File: src/rtl/axis_dsm_dac.sv
// AXI-Stream fed first-order delta-sigma DAC: a 2-entry sample FIFO drains one
// sample every OSR cycles into an offset-binary accumulator whose carry is the bitstream.
module axis_dsm_dac #(
  parameter int DATA_WIDTH = 16,
  parameter int OSR        = 64
) (
  input  logic                  aclk,
  input  logic                  arst_n,
  input  logic                  en,
  input  logic [DATA_WIDTH-1:0] s_axis_data_tdata,
  input  logic                  s_axis_data_tvalid,
  output logic                  s_axis_data_tready,
  output logic                  dsm_out,
  output logic [15:0]           underrun_cnt
);

  localparam int                CNT_W   = (OSR > 2) ? $clog2(OSR) : 1;
  localparam logic [CNT_W-1:0]  CNT_MAX = CNT_W'(OSR - 1);

  // FIFO storage and pointers
  logic [DATA_WIDTH-1:0] fifo_mem_q [2];
  logic                  wr_ptr_q, wr_ptr_d;
  logic                  rd_ptr_q, rd_ptr_d;
  logic [1:0]            occ_q, occ_d;

  // Modulator state
  logic [CNT_W-1:0]      cnt_q, cnt_d;
  logic [DATA_WIDTH-1:0] cur_q, cur_d;
  logic [DATA_WIDTH-1:0] acc_q, acc_d;
  logic                  dsm_q, dsm_d;
  logic [15:0]           underrun_q, underrun_d;

  logic                  push, pop, tick, underrun;
  logic [DATA_WIDTH-1:0] u;
  logic [DATA_WIDTH:0]   sum;

  // Ready depends on stored occupancy only, so tdata/tvalid never reach an output.
  assign s_axis_data_tready = (occ_q != 2'd2);
  assign push     = s_axis_data_tvalid & s_axis_data_tready;
  assign tick     = en & (cnt_q == CNT_MAX);
  assign pop      = tick & (occ_q != 2'd0);
  assign underrun = tick & (occ_q == 2'd0);

  assign u   = {~cur_q[DATA_WIDTH-1], cur_q[DATA_WIDTH-2:0]};
  assign sum = {1'b0, acc_q} + {1'b0, u};

  always_comb begin
    wr_ptr_d   = wr_ptr_q;
    rd_ptr_d   = rd_ptr_q;
    occ_d      = occ_q;
    cnt_d      = '0;
    cur_d      = cur_q;
    acc_d      = '0;
    dsm_d      = 1'b0;
    underrun_d = underrun_q;

    if (push) wr_ptr_d = ~wr_ptr_q;
    if (pop) begin
      rd_ptr_d = ~rd_ptr_q;
      cur_d    = fifo_mem_q[rd_ptr_q];
    end
    case ({push, pop})
      2'b10:   occ_d = occ_q + 2'd1;
      2'b01:   occ_d = occ_q - 2'd1;
      default: occ_d = occ_q;
    endcase

    if (underrun && (underrun_q != 16'hFFFF)) underrun_d = underrun_q + 16'd1;

    // Disabled: modulator sits in its post-reset state so re-enable is deterministic.
    if (en) begin
      cnt_d = tick ? '0 : cnt_q + 1'b1;
      acc_d = sum[DATA_WIDTH-1:0];
      dsm_d = sum[DATA_WIDTH];
    end
  end

  // NOTE: sample storage is deliberately left unreset; occupancy guards every read,
  // and leaving it out of the reset tree lets it map onto plain flops or LUT RAM.
  always_ff @(posedge aclk) begin
    if (push) fifo_mem_q[wr_ptr_q] <= s_axis_data_tdata;
  end

  // NOTE: all state uses non-blocking assignments so every register samples the
  // pre-edge value of every other register, independent of statement order.
  always_ff @(posedge aclk or negedge arst_n) begin
    if (!arst_n) begin
      wr_ptr_q   <= 1'b0;
      rd_ptr_q   <= 1'b0;
      occ_q      <= 2'd0;
      cnt_q      <= '0;
      cur_q      <= '0;
      acc_q      <= '0;
      dsm_q      <= 1'b0;
      underrun_q <= 16'd0;
    end else begin
      wr_ptr_q   <= wr_ptr_d;
      rd_ptr_q   <= rd_ptr_d;
      occ_q      <= occ_d;
      cnt_q      <= cnt_d;
      cur_q      <= cur_d;
      acc_q      <= acc_d;
      dsm_q      <= dsm_d;
      underrun_q <= underrun_d;
    end
  end

  assign dsm_out      = dsm_q;
  assign underrun_cnt = underrun_q;

endmodule
File: config.mk
export PLATFORM = sky130hd
export DESIGN_NAME = axis_dsm_dac
export DESIGN_NICKNAME = d
export VERILOG_FILES = /design/src/rtl/axis_dsm_dac.sv
export SDC_FILE = /design/constraint.sdc
export NUM_CORES = 1
export LEC_CHECK = 0
export CORE_UTILIZATION = 53
export CTS_CLUSTER_DIAMETER = 80
export DETAILED_ROUTE_END_ITERATION = 12
export PLACE_DENSITY = 0.74
export SLEW_MARGIN = 15
export SYNTH_ARGS = -nofsm -noshare
export SYNTH_HDL_FRONTEND = slang
export SYNTH_SLANG_ARGS = --single-unit
export TNS_END_PERCENT = 20
File: constraint.sdc
create_clock -name aclk -period 2.75 [get_ports aclk]
set_input_delay 0.6875 -clock aclk [delete_from_list [all_inputs] [get_ports aclk]]
set_output_delay 0.6875 -clock aclk [all_outputs]
set_load 0.02 [all_outputs]
=== Word-level counts from Yosys, hierarchy flattened ===
Memory sizes are Yosys's and may differ from the RTL's. A register that Yosys moved wholly into a read port is not among the register bits.
Cells that the tools add are included.

* Register bits: 43
* Memory bits (writable): 32
* Input port bits: 20
* Output and inout port bits: 18
* Word-level logic and storage cells: 37
* Memories kept: 1

{| class="wikitable"
|+ Memory list
! memory !! depth !! width !! rd ports !! clocked after memory_dff !! wr ports !! RTL line !! RTL
|-
| fifo_mem_q || 2 || 16 || 1 || 1 || 1 || 21 || <nowiki>logic [DATA_WIDTH-1:0] fifo_mem_q [2];</nowiki>
|}

* Add/subtract/negate cells: 5
* Eq/ne operators: 5
* Mux-type cells: 7
* Bitwise gates (word level): 7
* Reduce and logical (&&, ||, !) cells: 5

{| class="wikitable"
|+ Operators with widths
! operator !! count
|-
| $add A16 B16 Y17 || 1
|-
| $add A16 B1 Y16 const B || 1
|-
| $mux W16 || 1
|-
| $ne A16 B16 Y1 const B || 1
|-
| $mux W6 || 2
|-
| $add A6 B1 Y6 const B || 1
|-
| $eq A6 B6 Y1 const B || 1
|-
| $and A1 B1 Y1 || 4
|-
| $pmux W2 S2 || 1
|-
| $reduce_bool A2 Y1 || 2
|-
| $mux W1 || 3
|-
| $not A1 Y1 || 3
|-
| $add A2 B1 Y2 const B || 1
|-
| $eq A2 B1 Y1 const B || 1
|-
| $eq A2 B2 Y1 const B || 1
|-
| $logic_not A2 Y1 || 1
|-
| $ne A2 B2 Y1 const B || 1
|-
| $sub A2 B1 Y2 const B || 1
|-
| $logic_and A1 B1 Y1 || 1
|-
| $logic_not A1 Y1 || 1
|}

=== Longest topological paths before layout ===
* Depth in word-level cells: 5
* Mapped depth: 9
* Mapped depth without buffers: 9

=== Worst setup path before layout ===
Ideal clock, no wire load.

* Path type: input -> register
* From: in en
* To: reg occ_q[1]
* Data arrival time: 2,083 ps
* Required time: 2,671 ps
* Path slack: 587 ps
* Stages on the path: 7
* Path buffers: 1
* Cell sequence: and3_1 -> nand2_1 -> nor2_1 -> clkbuf_1 -> ha_1 -> nor2_1 -> xor2_1

* Word-level cells in the longest chain between the ends: 4
* Elaborated cells between the ends (all ways): 6
* Classes of those cells: 2 x eq/ne; 1 x mux; 2 x bitwise; 1 x reduce/logical

{| class="wikitable"
|+ RTL lines
! item !! RTL line !! RTL
|-
| start: declaration || 9 || <nowiki>input logic en,</nowiki>
|-
| $and A1 B1 Y1 * || 40 || <nowiki>assign tick = en & (cnt_q == CNT_MAX);</nowiki>
|-
| $and A1 B1 Y1 * || 41 || <nowiki>assign pop = tick & (occ_q != 2'd0);</nowiki>
|-
| via pop || 33 || <nowiki>logic push, pop, tick, underrun;</nowiki>
|-
| $eq A2 B1 Y1 or $eq A2 B2 Y1 (tied branches) || 62 || <nowiki>case ({push, pop})</nowiki>
|-
| $pmux W2 S2 or $reduce_bool A2 Y1 (tied branches) || n/a ||
|-
| end signal: assignment || 90 || <nowiki>occ_q <= 2'd0;</nowiki>
|-
| end signal: assignment || 99 || <nowiki>occ_q <= occ_d;</nowiki>
|-
| end: declaration || 24 || <nowiki>logic [1:0] occ_q, occ_d;</nowiki>
|}

The timed path passes the listed nets; every way through them passes the cells marked *.
A chain may end at the register's enable or synchronous reset.

=== Worst setup path in the final report ===
* From: reg cur_q[0], read port of fifo_mem_q
* To: reg acc_q[14]

* Word-level cells in the longest chain between the ends: 2

{| class="wikitable"
|+ RTL lines
! item !! RTL line !! RTL
|-
| start: declaration || 28 || <nowiki>logic [DATA_WIDTH-1:0] cur_q, cur_d;</nowiki>
|-
| $add A16 B16 Y17 || 45 || <nowiki>assign sum = {1'b0, acc_q} + {1'b0, u};</nowiki>
|-
| $mux W16 || 71 || <nowiki>if (en) begin</nowiki>
|-
| via acc_d[14] || 29 || <nowiki>logic [DATA_WIDTH-1:0] acc_q, acc_d;</nowiki>
|-
| end signal: assignment || 93 || <nowiki>acc_q <= '0;</nowiki>
|-
| end signal: assignment || 102 || <nowiki>acc_q <= acc_d;</nowiki>
|-
| end: declaration || 29 ||
|}

The timed path passes the listed nets, and every way through them passes these cells.

==> flow_metrics.env <==
export IMPL_grt_max_degree=60
export IMPL_syn_area_sq_um=4140
export IMPL_coreArea_sq_um=7410
export IMPL_yosysWarnings=0
export IMPL_synth_edf_count=32
export IMPL_drive_gt1_share_pct=7.87
export IMPL_start_kind="flip-flop"
export IMPL_syn_area_per_cell_sq_um=12.1
export IMPL_start_util_pct=55.8
export IMPL_layout_cells_non_filler=493
export IMPL_synth_fa_ha_area_share_pct=6.23
export IMPL_fin_setup_tns_ns=0
export IMPL_antennaDiodeCount=0
export IMPL_ff2ff_path_depth=9
export IMPL_die_h_um=90.3
export IMPL_clk_latency_ns=0.35
export IMPL_rows=31
export IMPL_vias_per_cell=5.43
export IMPL_fmax_mhz=411
export IMPL_grt_usage_pct=19.2
export IMPL_slowest_delay_ns=0.49
export IMPL_worstSetupPathType="reg -> reg"
export IMPL_clkPwrFrac_pct=32.6
export IMPL_vias=2679
export IMPL_ys_types=43
export IMPL_cts_sinks=91
export IMPL_ys_seq_area_share_pct=58.9
export IMPL_p_sw_uw=683
export IMPL_place_ws_ns=0.224
export IMPL_required_ns=3.03
export IMPL_gr_total_overflow=0
export IMPL_grt_pass1_vias=2670
export IMPL_p_per_area_nw_per_um2=574
export IMPL_vdd_drop_max_mv=0.373
export IMPL_h_tree_depth=3
export IMPL_fin_crit_sh_pct=88.5
export IMPL_cpMostUsedCell="o31ai_1"
export IMPL_rsz0062_at_grt="false"
export IMPL_place_gp_congestion=0.838
export IMPL_nFillCells=564
export IMPL_ys_flop_type="dfrtp_1"
export IMPL_grt_pass1_wl_um=12400
export IMPL_cts_hold_buf=0
export IMPL_ant_nets=0
export IMPL_cpMaxStageDelayCell="o31ai_1"
export IMPL_drcViolationCount=0
export IMPL_die_area_sq_um=8160
export IMPL_synth_xor_area_share_pct=6.78
export IMPL_path_cells="ha_1 > inv_1 > fa_1 > nand2b_1 > a21oi_1 > o31ai_1 > o211ai_1 > o31ai_1 > mux2i_1"
export IMPL_synth_top_family_by_area="simple AND/OR/NAND/NOR gates"
export IMPL_drv_slew=0
export IMPL_slew_headroom_pct=42.6
export IMPL_cts_root_buffer="clkbuf_8"
export IMPL_first_pass_iters=4
export IMPL_yosysTopAreaCell="dfrtp_1"
export IMPL_wire_per_inst_um=14.1
export IMPL_synth_compound_area_share_pct=8.87
export IMPL_tritoncts="yes"
export IMPL_synth_cells=343
export IMPL_area_growth_pct=17.0
export IMPL_totalWireLength_um=6950
export IMPL_ys_seq_elements=91
export IMPL_die_x_um=90.3
export IMPL_port_buffers=37
export IMPL_dpl_cell_count=477
export IMPL_p_leak_uw=0.00213
export IMPL_hold_class="in -> async"
export IMPL_numCtsBuffers=9
export IMPL_finalCriticalPeriod_ns=2.43
export IMPL_nets=429
export IMPL_synth_most_common_cell="dfrtp_1"
export IMPL_whs_ns=0.454
export IMPL_pwr_share_comb_pct=9.5
export IMPL_worstPathMaxFanout=4
export IMPL_ff2ff_setup_slack_ns=0.32
export IMPL_switching_share_pct=24.6
export IMPL_finalWorstSetupSlack_ns=0.318
export IMPL_synthMuxAreaShare_pct=4.39
export IMPL_clock_path_buffers=2
export IMPL_syn_num_nets=383
export IMPL_hold_viol=0
export IMPL_run_status="finished clean"
export IMPL_intPower_uw=2100
export IMPL_worstPathArrival_ns=2.71
export IMPL_synthSimpleGateAreaFrac_pct=13.2
export IMPL_max_slew_worst_pin_slew_ns=0.861
export IMPL_path_clk_slew_ns=0.09
export IMPL_cap_viol_max_count=0
export IMPL_synth_top_area_share_pct=35.7
export IMPL_drtIter0Drc=170
export IMPL_cp_end_kind="flip-flop"
export IMPL_async_reset_ff_share_pct=64.8
export IMPL_dp_hpwl_um=4890
export IMPL_postCtsSetupRepairBufs=0
export IMPL_cts_resized=0
export IMPL_io_pins=38
export IMPL_finClkSkew_ns=0.00610
export IMPL_final_setup_viol_count=0
export IMPL_seq_power_share_pct=57.9
export IMPL_synthTopCellsByArea="dfrtp_1 (36%), edfxtp_1 (23%), ha_1 (5.7%)"
export IMPL_antenna_found_initial=0
export IMPL_synth_commonest_cells="dfrtp_1 (59), edfxtp_1 (32), a21oi_1 (28)"
[per-stage QoR]
step	total power [uW]	area (sq um)	utilization [%]
after floorplan	1770	4140	-
after global placement	1890	4640	62.6
after detailed placement	1910	4640	62.6
after CTS	2810	4840	65.3
after global routing	2900	4840	65.3
final	2780	4840	65.3
[final timing paths]
| kind | endpoint | start |
|---|---|---|
| min in group aclk | cnt_q[0] | cnt_q[0] |
| max | acc_q[14] | cur_q[0] |
| max in group asynchronous | acc_q[2] | arst_n |
| min reg2reg | cnt_q[0] | cnt_q[0] |
| max reg2reg | acc_q[14] | cur_q[0] |
| min | acc_q[12] | arst_n |
[cell usage in the layout, fill, tap and decap left out, types with 3 or more instances in the layout]
cell type | synthesis | routed
a21oi_1 | 28 | 28
and2_1 | 11 | 11
and3_1 | 8 | 8
buf_4 | 0 | 6
clkbuf_8 | 0 | 9
clkdlybuf4s50_1 | 0 | 36
dfrtp_1 | 59 | 59
edfxtp_1 | 32 | 32
ha_1 | 19 | 19
inv_1 | 9 | 9
inv_6 | 0 | 3
mux2i_1 | 17 | 17
nand2_1 | 24 | 24
nand2b_1 | 4 | 4
nand3_1 | 8 | 8
nand4_1 | 7 | 7
nor2_1 | 27 | 26
nor2b_1 | 3 | 3
nor3_1 | 7 | 7
o211ai_1 | 3 | 3
o21ai_0 | 10 | 10
o31ai_1 | 4 | 4
xnor2_1 | 19 | 19
xor2_1 | 13 | 13
[registers in the layout (all words and copies together), names as in the netlist]
signal	flops
dsm_out	1
wr_ptr_q	1
rd_ptr_q	1
cur_q	16
acc_q	16
cnt_q	6
underrun_cnt	16
occ_q	2
fifo_mem_q	32
[power groups by stage]
stage          combinational (uW)  sequential, uW  clock, uW
4_1_cts                       273            1610        931
5_1_grt                       298            1620        980
6_report                      264            1610        906
3_5_place_dp                  270            1640          0
3_3_place_gp                  264            1630          0
2_1_floorplan                 147            1630          0
[layout make-up]
class / instances / area (sq um) / share of cell area (%)
Sequential cell: 91 / 2440 / 50.4
Multi-Input combinational cell: 235 / 1640 / 33.8
Timing Repair Buffer: 43 / 410 / 8.48
Clock buffer: 9 / 124 / 2.56
Tap cell: 99 / 124 / 2.56
Clock inverter: 7 / 75.1 / 1.55
Inverter: 9 / 33.8 / 0.698
[cells by family after synthesis]
logic type	Yosys count
simple gates	107
flops	91
compound gates	58
xor+xnor	32
fa+ha+maj	20
mux	18
buf+inv	17
[critical path: cells and delay by family, from the launching register on]
family,cells,cell delay (ns)
compound gates,4,1.16
fa+ha+maj,2,0.38
buf+inv,1,0.07
flops,1,0.40
mux,1,0.21
simple gates,1,0.14
[layer usage]
metal  part of all wire (%)  track usage (%)
met1                     48             25.2
met2                     47             31.4
met3                    3.3             4.38
met4                    1.3             7.12
met5                      0                0
No activity file was read; power rests on OpenSTA's default activity.
